**src/rtl/adc_sar_pkg.sv**
```systemverilog
// adc_sar_pkg
// Shared types and default constants for the 12-bit SAR ADC controller.
// Contents:
//   adc_sar_state_t      controller FSM states
//   ADC_SAR_N            default resolution in bits
//   ADC_SAR_SAMPLE_CYC   default sample-phase length in cycles
//   ADC_SAR_SETTLE_CYC   default DAC settling time before each strobe
//   ADC_SAR_TIMEOUT_CYC  default comparator wait limit (ADC_SAR_CTRL_TIMEOUT_EN builds)
`timescale 1ns/1ps
package adc_sar_pkg;

    typedef enum logic [2:0] {
        IDLE,
        SAMPLE,
        SETTLE,
        STROBE,
        WAIT,
        DONE
    } adc_sar_state_t;

    localparam int ADC_SAR_N           = 12;
    localparam int ADC_SAR_SAMPLE_CYC  = 4;
    localparam int ADC_SAR_SETTLE_CYC  = 2;
    localparam int ADC_SAR_TIMEOUT_CYC = 16;

endpackage

```
**src/rtl/adc_sar_ctrl_sar_reg.sv**
```systemverilog
// sar_reg
// Trial-code register and bit index of the successive-approximation search.
// Ports:
//   clk, rst   clock and asynchronous active-high reset
//   clear      zero the trial code (sample phase drives a zero DAC code)
//   load_msb   trial = 1 << (N-1), index = N-1
//   resolve    keep or clear the current bit from cmp, then set the next
//              lower bit and step the index down (index 0 only resolves)
//   cmp        comparator decision, 1 keeps the current trial bit
//   trial      current trial code (drives the DAC directly)
//   index      position of the bit under test
//   resolved   trial code with the current bit already decided by cmp
`timescale 1ns/1ps
module sar_reg #(
    parameter int N = 12,
    localparam int IW = (N > 1) ? $clog2(N) : 1
) (
    input  logic          clk,
    input  logic          rst,
    input  logic          clear,
    input  logic          load_msb,
    input  logic          resolve,
    input  logic          cmp,
    output logic [N-1:0]  trial,
    output logic [IW-1:0] index,
    output logic [N-1:0]  resolved
);

    logic [N-1:0] bit_mask;

    // The decided code is exposed so the top can capture the final result
    // in the same edge that resolves the LSB.
    always_comb begin
        bit_mask = N'(1) << index;
        resolved = cmp ? trial : (trial & ~bit_mask);
    end

    always_ff @(posedge clk or posedge rst) begin
        if (rst) begin
            trial <= '0;
            index <= '0;
        end else if (clear) begin
            trial <= '0;
        end else if (load_msb) begin
            trial <= N'(1) << (N - 1);
            index <= IW'(N - 1);
        end else if (resolve) begin
            if (index != '0) begin
                trial <= resolved | (bit_mask >> 1);
                index <= index - IW'(1);
            end else begin
                trial <= resolved;
            end
        end
    end

endmodule

```
**src/rtl/adc_sar_ctrl.sv**
```systemverilog
// adc_sar_ctrl
// Successive-approximation controller for the 12-bit SAR ADC instrument.
// Samples the input, then resolves one bit per comparator decision from MSB
// to LSB and returns the code over a start/done handshake.
// Ports:
//   clk, rst    controller clock, asynchronous active-high reset
//   start       conversion request, sampled only in IDLE
//   busy        high from the cycle after an accepted start through DONE
//   done        one-cycle pulse, data/err valid in that cycle
//   data        last conversion result, held until the next done
//   err         comparator timeout flag, valid with done
//   ms_sample   sample switch enable
//   ms_dac      DAC trial code
//   ms_clk      comparator strobe
//   ms_rdy      comparator decision valid
//   ms_cmp      comparator result, 1 keeps the trial bit
// Configuration macro:
//   ADC_SAR_CTRL_TIMEOUT_EN  abort a conversion with err=1 when ms_rdy stays
//                            low for TIMEOUT_CYC consecutive WAIT cycles.
//                            Undefined: WAIT blocks and err is tied to 0.
// All outputs come straight from flops.
`timescale 1ns/1ps
module adc_sar_ctrl
    import adc_sar_pkg::*;
#(
    parameter int N           = ADC_SAR_N,
    parameter int SAMPLE_CYC  = ADC_SAR_SAMPLE_CYC,
    parameter int SETTLE_CYC  = ADC_SAR_SETTLE_CYC,
    parameter int TIMEOUT_CYC = ADC_SAR_TIMEOUT_CYC
) (
    input  logic         clk,
    input  logic         rst,
    input  logic         start,
    output logic         busy,
    output logic         done,
    output logic [N-1:0] data,
    output logic         err,
    output logic         ms_sample,
    output logic [N-1:0] ms_dac,
    output logic         ms_clk,
    input  logic         ms_rdy,
    input  logic         ms_cmp
);

    localparam int IW      = (N > 1) ? $clog2(N) : 1;
    localparam int CNT_MAX = (SAMPLE_CYC > SETTLE_CYC)
                           ? ((SAMPLE_CYC > TIMEOUT_CYC) ? SAMPLE_CYC : TIMEOUT_CYC)
                           : ((SETTLE_CYC > TIMEOUT_CYC) ? SETTLE_CYC : TIMEOUT_CYC);
    localparam int CW      = $clog2(CNT_MAX + 1);

    adc_sar_state_t state, next_state;
    logic [CW-1:0]  cnt;
    logic           cnt_en;
    logic           sar_clear, sar_load, sar_resolve;
    logic [IW-1:0]  index;
    logic [N-1:0]   resolved;
`ifdef ADC_SAR_CTRL_TIMEOUT_EN
    logic           tmo_fire;
`endif

    // The trial register drives the DAC pins directly, so ms_dac is zeroed
    // on entry to SAMPLE and keeps the final code afterwards.
    sar_reg #(.N(N)) u_sar_reg (
        .clk      (clk),
        .rst      (rst),
        .clear    (sar_clear),
        .load_msb (sar_load),
        .resolve  (sar_resolve),
        .cmp      (ms_cmp),
        .trial    (ms_dac),
        .index    (index),
        .resolved (resolved)
    );

    always_ff @(posedge clk or posedge rst) begin
        if (rst) begin
            state <= IDLE;
        end else begin
            state <= next_state;
        end
    end

    // Next-state logic and trial-register commands. The shared cycle counter
    // restarts on every state change, so within a state it holds the number
    // of cycles already spent there.
    always_comb begin
        next_state  = state;
        cnt_en      = 1'b0;
        sar_clear   = 1'b0;
        sar_load    = 1'b0;
        sar_resolve = 1'b0;
`ifdef ADC_SAR_CTRL_TIMEOUT_EN
        tmo_fire    = 1'b0;
`endif
        case (state)
            IDLE: begin
                if (start) begin
                    next_state = SAMPLE;
                    sar_clear  = 1'b1;
                end
            end
            SAMPLE: begin
                cnt_en = 1'b1;
                if (cnt == CW'(SAMPLE_CYC - 1)) begin
                    next_state = SETTLE;
                    sar_load   = 1'b1;
                end
            end
            SETTLE: begin
                cnt_en = 1'b1;
                if (cnt == CW'(SETTLE_CYC - 1)) begin
                    next_state = STROBE;
                end
            end
            STROBE: begin
                next_state = WAIT;
            end
            WAIT: begin
`ifdef ADC_SAR_CTRL_TIMEOUT_EN
                cnt_en = 1'b1;
`endif
                if (ms_rdy) begin
                    sar_resolve = 1'b1;
                    next_state  = (index == '0) ? DONE : SETTLE;
                end
`ifdef ADC_SAR_CTRL_TIMEOUT_EN
                else if (cnt == CW'(TIMEOUT_CYC - 1)) begin
                    next_state = DONE;
                    tmo_fire   = 1'b1;
                end
`endif
            end
            DONE: begin
                next_state = IDLE;
            end
            default: begin
                next_state = IDLE;
            end
        endcase
    end

    always_ff @(posedge clk or posedge rst) begin
        if (rst) begin
            cnt <= '0;
        end else if (next_state != state || !cnt_en) begin
            cnt <= '0;
        end else begin
            cnt <= cnt + CW'(1);
        end
    end

    // Outputs are decoded from next_state and registered, so each output is
    // valid in the same cycle its state is current. The result is captured
    // on the edge that resolves the LSB, making data valid alongside done.
    always_ff @(posedge clk or posedge rst) begin
        if (rst) begin
            busy      <= 1'b0;
            done      <= 1'b0;
            ms_sample <= 1'b0;
            ms_clk    <= 1'b0;
            data      <= '0;
        end else begin
            busy      <= (next_state != IDLE);
            done      <= (next_state == DONE);
            ms_sample <= (next_state == SAMPLE);
            ms_clk    <= (next_state == STROBE);
            if (sar_resolve && index == '0) begin
                data <= resolved;
            end
        end
    end

`ifdef ADC_SAR_CTRL_TIMEOUT_EN
    // err is only ever set on the edge entering DONE, so it pulses with done.
    always_ff @(posedge clk or posedge rst) begin
        if (rst) begin
            err <= 1'b0;
        end else begin
            err <= tmo_fire;
        end
    end
`else
    assign err = 1'b0;
`endif

endmodule
```
**config.mk**
```make
export PLATFORM = sky130hd
export DESIGN_NAME = adc_sar_ctrl
export DESIGN_NICKNAME = d
export VERILOG_FILES = /design/src/rtl/adc_sar_pkg.sv /design/src/rtl/adc_sar_ctrl_sar_reg.sv /design/src/rtl/adc_sar_ctrl.sv
export SDC_FILE = /design/constraint.sdc
export NUM_CORES = 1
export LEC_CHECK = 0
export BUFFER_PORTS_ARGS = -buffer_cell sky130_fd_sc_hd__buf_2
export CAP_MARGIN = 20
export CORE_ASPECT_RATIO = 1.25
export CORE_UTILIZATION = 30
export CTS_BUF_LIST = sky130_fd_sc_hd__clkbuf_8
export DETAILED_ROUTE_END_ITERATION = 7
export GPL_TIMING_DRIVEN = 0
export PLACE_DENSITY = 0.45
export RECOVER_POWER = 50
export SLEW_MARGIN = 20
export SYNTH_ARGS = -nofsm -noshare
export SYNTH_HDL_FRONTEND = slang
export SYNTH_SLANG_ARGS = --single-unit
```
**constraint.sdc**
```tcl
create_clock -name clk -period 2.6 [get_ports clk]
set_input_delay 0.13 -clock clk [delete_from_list [all_inputs] [get_ports clk]]
set_output_delay 0.13 -clock clk [all_outputs]
set_load 0.005 [all_outputs]
```
### Word level (Yosys, flattened, before mapping)

Cells that the tools add are included.

* add/subtract/negate cells: 2
* equality and inequality tests: 10
* shifts and indexed selects: 1
* muxes and demuxes: 22
* bitwise gates (word level): 4
* reduce and logical (&&, ||, !) cells: 12

Operators with widths (number)
* 12-bit two-way mux: 5
* 3-bit two-way mux: 5
* 3-bit case mux with 5 select lines: 1
* 12-bit bitwise AND: 1
* 4-bit two-way mux: 3
* 12-bit inverter: 1
* 12-bit by 11-bit bitwise OR with 12-bit output: 1
* 1-bit by 4-bit left shift with 12-bit output, first input constant: 1
* 3-bit by 2-bit equality test with 1-bit output, second input constant: 3
* 1-bit two-way mux: 7
* 3-bit by 1-bit equality test with 1-bit output, second input constant: 2
* 3-bit equality test, second input constant: 2
* 3-bit nonzero test: 2
* 5-bit by 1-bit adder with 5-bit output, second input constant: 1
* 5-bit by 1-bit equality test with 1-bit output, second input constant: 1
* 5-bit by 2-bit equality test with 1-bit output, second input constant: 1
* 5-bit two-way mux: 1
* 4-bit zero test: 1
* 2-bit nonzero test: 2
* 4-bit nonzero test: 1
* 4-bit by 1-bit subtractor with 4-bit output, second input constant: 1
* 3-bit zero test: 1
* 3-bit != test: 1
* 3-bit AND reduction: 1
* other kinds (5): 5

* bits in registers: 40
* input port bits: 5
* output and inout bits: 29

### Depth between registers and ports, before layout

Gate-level depths: netlist of the first run.

* depth after elaboration: 9
* gate-level depth with buffers: 6
* gate-level depth less buffers: 6

### Hierarchy

A second synthesis of the first run with hierarchy kept.

* cells, all modules: 191
* area total of the unflattened synthesis: 2088.3 µm²

Modules (own cells, without submodules)
* adc_sar_ctrl: instances 1, cells an instance 79, area each 1076.0 µm², seq. area each 600.6 µm²
* sar_reg: instances 1, cells an instance 112, area each 1012.2 µm², seq. area each 400.4 µm²

### Worst setup path before layout of the first run

Ideal clock, no wire load.

* path type: reg2reg
* from: reg u_sar_reg.index[0]
* to: reg u_sar_reg.index[0]
* setup time: 126 ps
* arrival time: 1484 ps
* required time: 2474 ps
* slack: 990 ps
* stages on the path, launching flop included: 7
* period minus slack after synthesis: 1610 ps
* cells stage by stage: dfrtp_1 -> inv_1 -> ha_1 -> or3b_1 -> nand2_1 -> and3_1 -> a21oi_1

* cells in the longest elaborated chain, start to end: 4
* elaborated cells between the ends (all ways): 7
* classes of those cells: add/sub (1); mux (3); reduce/logical (3)

RTL lines
* start, declared: RTL line adc_sar_ctrl_sar_reg.sv:25 `output logic [IW-1:0] index,`
* start signal, assigned: RTL line adc_sar_ctrl_sar_reg.sv:46 `index <= IW'(N - 1);`
* start signal, assigned: RTL line adc_sar_ctrl_sar_reg.sv:50 `index <= index - IW'(1);`
* 4-bit by 1-bit subtractor with 4-bit output: RTL line adc_sar_ctrl_sar_reg.sv:50
* 4-bit two-way mux: RTL line adc_sar_ctrl_sar_reg.sv:48 `if (index != '0) begin`
* 4-bit two-way mux: RTL line adc_sar_ctrl_sar_reg.sv:47 `end else if (resolve) begin`
* 4-bit two-way mux: RTL line adc_sar_ctrl_sar_reg.sv:44 `end else if (load_msb) begin`

Parallel ways exist; a longest one is shown, timed or not. The select of a mux whose other input is x is not followed.
A chain may end at the register's enable or synchronous reset.

### Worst setup path in the final report of the first run

Ends and elaborated chain as after synthesis.

==> flow_metrics.py, run 1 <==
metrics = {
    "outcome": {
        "run_status": "completed",
    },
    "clocking": {
        "clk_root_buffer_cell": "clkbuf_8",
        "clock_sink_count": 40,
        "clk_pin_slew_worst_paths_ps": 80,
        "clock_tree.buffer_depth": 2,
        "insertion_delay_ps": 290,
        "numCtsBuffers": 5,
        "h-tree-depth": 2,
        "tritoncts": "yes",
    },
    "pwr": {
        "internal-power_uw": 1168,
        "p_sw_share_pct": 36.16,
        "power_frac_seq_pct": 42.2,
        "vdd_ir_drop_max_uv": 307.6,
        "logic_gate_share_of_total_power_pct": 36.5,
        "power.density_mw_per_mm2": 761.7,
        "power.leakage_uw": 0.001168,
        "share_clk_of_total_power_pct": 21.4,
        "power.net_switching_uw": 661.6,
    },
    "logic_synthesis": {
        "postSynthCellCount": 211,
        "number_of_synthesized_flops_with_an_enable_pin": 0,
        "synthDistinctLibCells": 40,
        "netlist_area_mm2": 0.002033,
        "synth_area_per_cell_um2": 9.636,
        "synth_top_cells_by_area": "dfrtp_1 (49%), nand2_1 (8.3%), nand3_1 (4.9%)",
        "post_synthesis_async_set_or_reset_flop_share_pct": 100.0,
        "synth-seq-area-share_pct": 49.23,
        "synth_top_cell_by_area": "dfrtp_1",
        "synth_warnings": 0,
        "synth_seq_cells": 40,
        "post_syn_nets": 223,
        "yosys.area.top_type_share_pct": 49.23,
        "synth_flop_cell": "dfrtp_1",
    },
    "routing": {
        "wl_per_cell_um": 13.63,
        "dr_total_vias": 1615,
        "drtPass1Iterations": 4,
        "initialDrtViolationCount": 66,
        "vias_per_cell": 4.764,
        "drt.antenna.violating_nets": 0,
        "detail_route.wirelength_um": 4619,
        "detail_route.drc_violations": 0,
    },
    "floorplan": {
        "die_w_um": 75.64,
        "die_h_um": 94.04,
        "design.portCount": 34,
        "initial_utilization_pct": 30.97,
        "dieArea_mm2": 0.007113,
        "core.rowCount": 33,
        "core_area_mm2": 0.006565,
    },
    "worst_hold_path": {
        "hold_path_class": "in -> reg",
    },
    "worst_setup_path": {
        "critical_path_peak_fanout": 8,
        "timing_worst_setup_path_type": "reg -> reg",
        "worst_ep_required_time_ps": 2780,
        "type_of_destination_of_the_critical_path": "register",
        "path_buf_inv": 1,
        "series_of_cell_instances_along_the_critical_path": "inv_1 > ha_1 > or3b_1 > nand2_1 > and3_1 > a21oi_1",
        "critical_path.slowest_cell": "or3b_1",
        "setup.worst_path.start_class": "register",
        "critPathMaxStageDelay_ps": 440,
        "path_delay_family": "simple AND/OR/NAND/NOR gates",
        "worst-endpoint-arrival_ps": 2030,
    },
    "timing": {
        "final.period_utilization_pct": 71.26,
        "final_count_of_pins_violating_max_slew": 0,
        "relative_slew_margins_pct": 54.09,
        "max_freq_mhz": 539.7,
        "report.final.setup_viol": 0,
        "final.setup.tns_ps": 0,
        "rsz0062_at_grt": "false",
        "tightest_hold_margin_ps": 167.7,
        "max_slew.worst_pin.slew_ps": 688.0,
        "min_period_ps": 1853,
        "finalHoldViolations": 0,
        "fin_worst_skew_ps": 5.871,
    },
    "cells_and_area": {
        "antenna-diode-count": 0,
        "fillers": 691,
        "area_growth_pct": 18.15,
        "drive_gt1_share_pct": 20.24,
        "layout.nets": 264,
    },
    "grt": {
        "grt-ovfl-total": 0,
        "grt_first_pass_wirelength_um": 7672,
        "grt_start_max_net_pins": 25,
        "grt_pass1_vias": 1634,
        "antenna_violations_before_repair": 0,
        "grt.total_usage_pct": 14.29,
    },
    "placement": {
        "port_buffers": 32,
        "place_hpwl_um": 3561,
        "gpl.final_weighted_congestion": 0.7697,
    },
    "flow_run": {
        "max_cap_violations": 0,
    },
}
path summary, 6_finish.rpt:
check | from | endpoint | slack (ps) | depth (start not counted)
max | u_sar_reg.index[0]$_DFFE_PP0P_ | u_sar_reg.index[0]$_DFFE_PP0P_ | 750 | 6
min | start | busy$_DFF_PP0_ | 170 | 3
max reg2reg | u_sar_reg.index[0]$_DFFE_PP0P_ | u_sar_reg.index[0]$_DFFE_PP0P_ | 750 | 6
min reg2reg | data[1]$_DFFE_PP0P_ | data[1]$_DFFE_PP0P_ | 480 | 2
max in group asynchronous | rst | state[1]$_DFF_PP0_ | 1550 | 4
min in group asynchronous | rst | data[2]$_DFFE_PP0P_ | 490 | 3
kinds of logic after synthesis:
family          synth area share (%)
other cells                   0.1844
fa+ha+maj                      4.307
mux                            2.092
flops                          49.23
xor+xnor                       2.154
simple gates                   24.68
buf+inv                        5.231
compound gates                 12.12
cells in the mapped netlist (2+ instances only):
cell type  number
nand3_1        20
dfrtp_1        40
nor2_1         11
o21ai_0         8
xor2_1          3
ha_1            7
nor3_1          2
a31oi_1         2
inv_1           7
nand2_1        45
buf_6           4
buf_2           4
o21ai_1         8
and3_1          3
a21oi_1         5
buf_4           2
nor2b_1         7
mux2i_1         2
xnor2_1         2
nand2b_1        3
o2bb2ai_1       2
mux2_2          2
a22oi_1         5
registers in the layout, indices dropped and copies added (netlist names):
signal	cells
busy	1
ms_sample	1
done	1
state	3
u_sar_reg.trial	12
u_sar_reg.index	4
cnt	5
data	12
ms_clk	1
placed cells by master (no fill, tap or decap), types with 5 or more instances in the layout:
cell	netlist	final
a21oi_1	5	5
nand2_1	45	45
clkbuf_8	0	5
nor2_1	11	11
buf_2	4	30
ha_1	7	7
nor2b_1	7	7
o21ai_1	8	8
o21ai_0	8	8
inv_1	7	8
clkbuf_1	0	6
dfrtp_1	40	40
nand3_1	20	20
a22oi_1	5	5
worst register-to-register path, cell delays in order (launching register included):
cell and delay [ps]:
dfrtp_1 430, inv_1 140, ha_1 380, or3b_1 450, nand2_1 150, and3_1 160
a21oi_1 40
power by group through the flow:
stage	clock network, uW	registers, uW	logic [uW]
3_5_place_dp	0	787	676
3_3_place_gp	0	785	677
6_report	391	772	667
2_1_floorplan	0	779	506
4_1_cts	413	774	679
5_1_grt	429	787	756
per-layer routing:
metal  share of wire (%)  track usage (%)
met5                   0                0
met4                 1.7            6.019
met3                 2.5            2.361
met2                  52            25.52
met1                  44            16.34
stage by stage:
step | util, % | total power, uW | cell area, um2 | cells | setup WS (ps)
2_1_floorplan | - | 1285 | 2033 | 211 | 990.2
3_3_place_gp | 35.07 | 1462 | 2302 | 330 | 739.9
3_5_place_dp | 35.37 | 1463 | 2322 | 331 | 745.1
4_1_cts | 36.71 | 1866 | 2410 | 339 | 720.4
5_1_grt | 36.59 | 1972 | 2402 | 339 | 592.5
6_report | 36.59 | 1830 | 2402 | 339 | 747.3
area by class of cell:
type	instances	area (um2)	area share [%]
Timing Repair Buffer	34	182.7	7.604
Multi-Input combinational cell	154	925.9	38.54
Clock inverter	2	8.758	0.3646
Buffer	10	80.08	3.333
Sequential cell	40	1001	41.67
Clock buffer	5	68.82	2.865
Inverter	7	26.28	1.094
Tap cell	87	108.9	4.531
timing repair:
| action | 4_1_cts | 5_1_grt |
|---|---|---|
| hold buffers | 1 | 0 |
| gates resized for setup | 0 | 0 |
| setup buffers | 0 | 0 |
| endpoints found under the hold margin | 16 | 0 |
No activity file was read; power rests on OpenSTA's default activity.
==> run 2, diff against run 1 <==
clock period = 1.8 ns   (was 2.6 ns; I/O delays follow)
==> flow_metrics.py, run 2 (same netlist as run 1, synthesis figures left out) <==
metrics = {
    "worst_setup_path": {
        "worst_r2r_path_depth": 6,
        "critical_path.reg2reg.endpoint": "u_sar_reg.index[0]$_DFFE_PP0P_",
        "worst_ep_required_time_ps": 1970,
        "type_of_destination_of_the_critical_path": "register",
        "critical_path_peak_fanout": 8,
        "worst-endpoint-arrival_ps": 1850,
        "ff2ff_setup_slack_ps": 130,
        "setup.worst_path.start_class": "register",
        "timing_worst_setup_path_type": "reg -> reg",
        "rr_startpoint": "u_sar_reg.index[1]$_DFFE_PP0P_",
    },
    "floorplan": {
        "die_w_um": 75.64,
        "design.portCount": 34,
        "initial_utilization_pct": 30.97,
        "dieArea_mm2": 0.007113,
        "core.rowCount": 33,
        "die_h_um": 94.04,
        "core_area_mm2": 0.006565,
    },
    "routing": {
        "dr_total_vias": 1600,
        "detail_route.wirelength_um": 4617,
        "detail_route.drc_violations": 0,
        "drtPass1Iterations": 4,
        "initialDrtViolationCount": 68,
        "wl_per_cell_um": 13.62,
        "vias_per_cell": 4.720,
        "drt.antenna.violating_nets": 0,
    },
    "pwr": {
        "power.density_mw_per_mm2": 1107,
        "design_power_total_uw": 2658,
        "power.leakage_uw": 0.001159,
        "vdd_ir_drop_max_uv": 444.4,
    },
    "timing": {
        "tightest_hold_margin_ps": 128.0,
        "final_count_of_pins_violating_max_slew": 0,
        "report.final.setup_viol": 0,
        "max_freq_mhz": 597.2,
        "final.period_utilization_pct": 93.03,
        "max_slew.worst_pin.slew_ps": 629.1,
        "fin_worst_skew_ps": 5.589,
        "relative_slew_margins_pct": 58.01,
        "setup_ws_post_layout_ps": 125.4,
        "final.setup.tns_ps": 0,
        "min_period_ps": 1675,
        "finalHoldViolations": 0,
        "rsz0062_at_grt": "false",
    },
    "clocking": {
        "clk_pin_slew_worst_paths_ps": 80,
        "insertion_delay_ps": 290,
        "h-tree-depth": 2,
        "clock_tree.buffer_depth": 2,
        "numCtsBuffers": 5,
        "tritoncts": "yes",
        "clock_sink_count": 40,
        "clk_root_buffer_cell": "clkbuf_8",
        "cts_post_setup_buffers_inserted": 0,
    },
    "cells_and_area": {
        "layout.cells.most_common_list": "nand2_1 (45), dfrtp_1 (40), buf_2 (30), nand3_1 (20), nor2_1 (10)",
        "layout.nets": 264,
        "drive_gt1_share_pct": 21.43,
        "antenna-diode-count": 0,
        "finalCoreUtilization_pct": 36.59,
        "area_growth_pct": 18.15,
        "layout_top_registers": "data (12), u_sar_reg.trial (12), cnt (5)",
        "mostFrequentLayoutCell": "nand2_1",
    },
    "grt": {
        "grt_first_pass_wirelength_um": 7672,
        "grt_pass1_vias": 1633,
        "grt_start_max_net_pins": 25,
        "antenna_violations_before_repair": 0,
        "grt.total_usage_pct": 14.29,
        "grt-ovfl-total": 0,
    },
    "worst_hold_path": {
        "hold-path-cell-count": 3,
        "min-delay-start": "start",
        "timing.hold.worst_endpoint": "busy$_DFF_PP0_",
        "hold_path_class": "in -> reg",
    },
    "placement": {
        "place_hpwl_um": 3561,
        "port_buffers": 32,
        "placement.setup.worst_slack_ps": -54.91,
        "gpl.final_weighted_congestion": 0.7697,
    },
    "flow_run": {
        "max_cap_violations": 0,
    },
    "outcome": {
        "run_status": "completed",
    },
}
-- run 2: per-layer routing --
metal	GRT usage (%)	wire [um]
met1	16.41	2012
met2	25.45	2419
met3	2.361	106
met4	6.019	78
met5	0	0
-- run 2: how the worst max path moves through the flow --
stage | start | end | slack, ps
final | u_sar_reg.index[1]$_DFFE_PP0P_ | u_sar_reg.index[0]$_DFFE_PP0P_ | 130
after global routing | u_sar_reg.index[1]$_DFFE_PP0P_ | u_sar_reg.index[0]$_DFFE_PP0P_ | 10
after CTS | u_sar_reg.index[0]$_DFFE_PP0P_ | u_sar_reg.index[0]$_DFFE_PP0P_ | 7
after detailed placement | u_sar_reg.index[0]$_DFFE_PP0P_ | u_sar_reg.index[0]$_DFFE_PP0P_ | -50
after global placement | u_sar_reg.index[0]$_DFFE_PP0P_ | u_sar_reg.index[0]$_DFFE_PP0P_ | -60
after floorplan | u_sar_reg.index[0]$_DFFE_PP0P_ | u_sar_reg.index[0]$_DFFE_PP0P_ | 190
-- run 2: layout make-up --
class                   instances  area, um2
inverters                       7      26.28
plain buffers                  10      80.08
clock buffers                   5      68.82
well taps                      87      108.9
flip-flops and latches         40       1001
multi-input cells             154      940.9
clock inverters                 2      8.758
repair buffers                 34      167.7
fillers                       693       4163
-- run 2: power by group --
group | switching (uW) | internal (uW) | leakage (uW)
Clock | 304 | 258 | 0.0000452
Combinational | 572 | 406 | 0.000584
Sequential | 89.0 | 1030 | 0.000529
Total | 965 | 1690 | 0.00116
-- run 2: critical path, stage by stage (launching register included) --
cell	delay (ps)
dfrtp_1	430
inv_1	150
ha_4	210
or3b_1	420
nand2_1	150
and3_1	160
a21oi_1	40
-- run 2: per-stage QoR --
stage / instance area, um2 / cells
finish: 2402 / 339
global route: 2402 / 339
CTS: 2412 / 339
detailed placement: 2322 / 331
global placement: 2302 / 330
floorplan: 2033 / 211
-- run 2: what timing repair did --
item / in CTS / in global routing
gates resized for setup: 1 / 3
hold buffers: 1 / 0
endpoints found under the hold margin: 16 / 0
setup endpoints to repair: 2 / 5
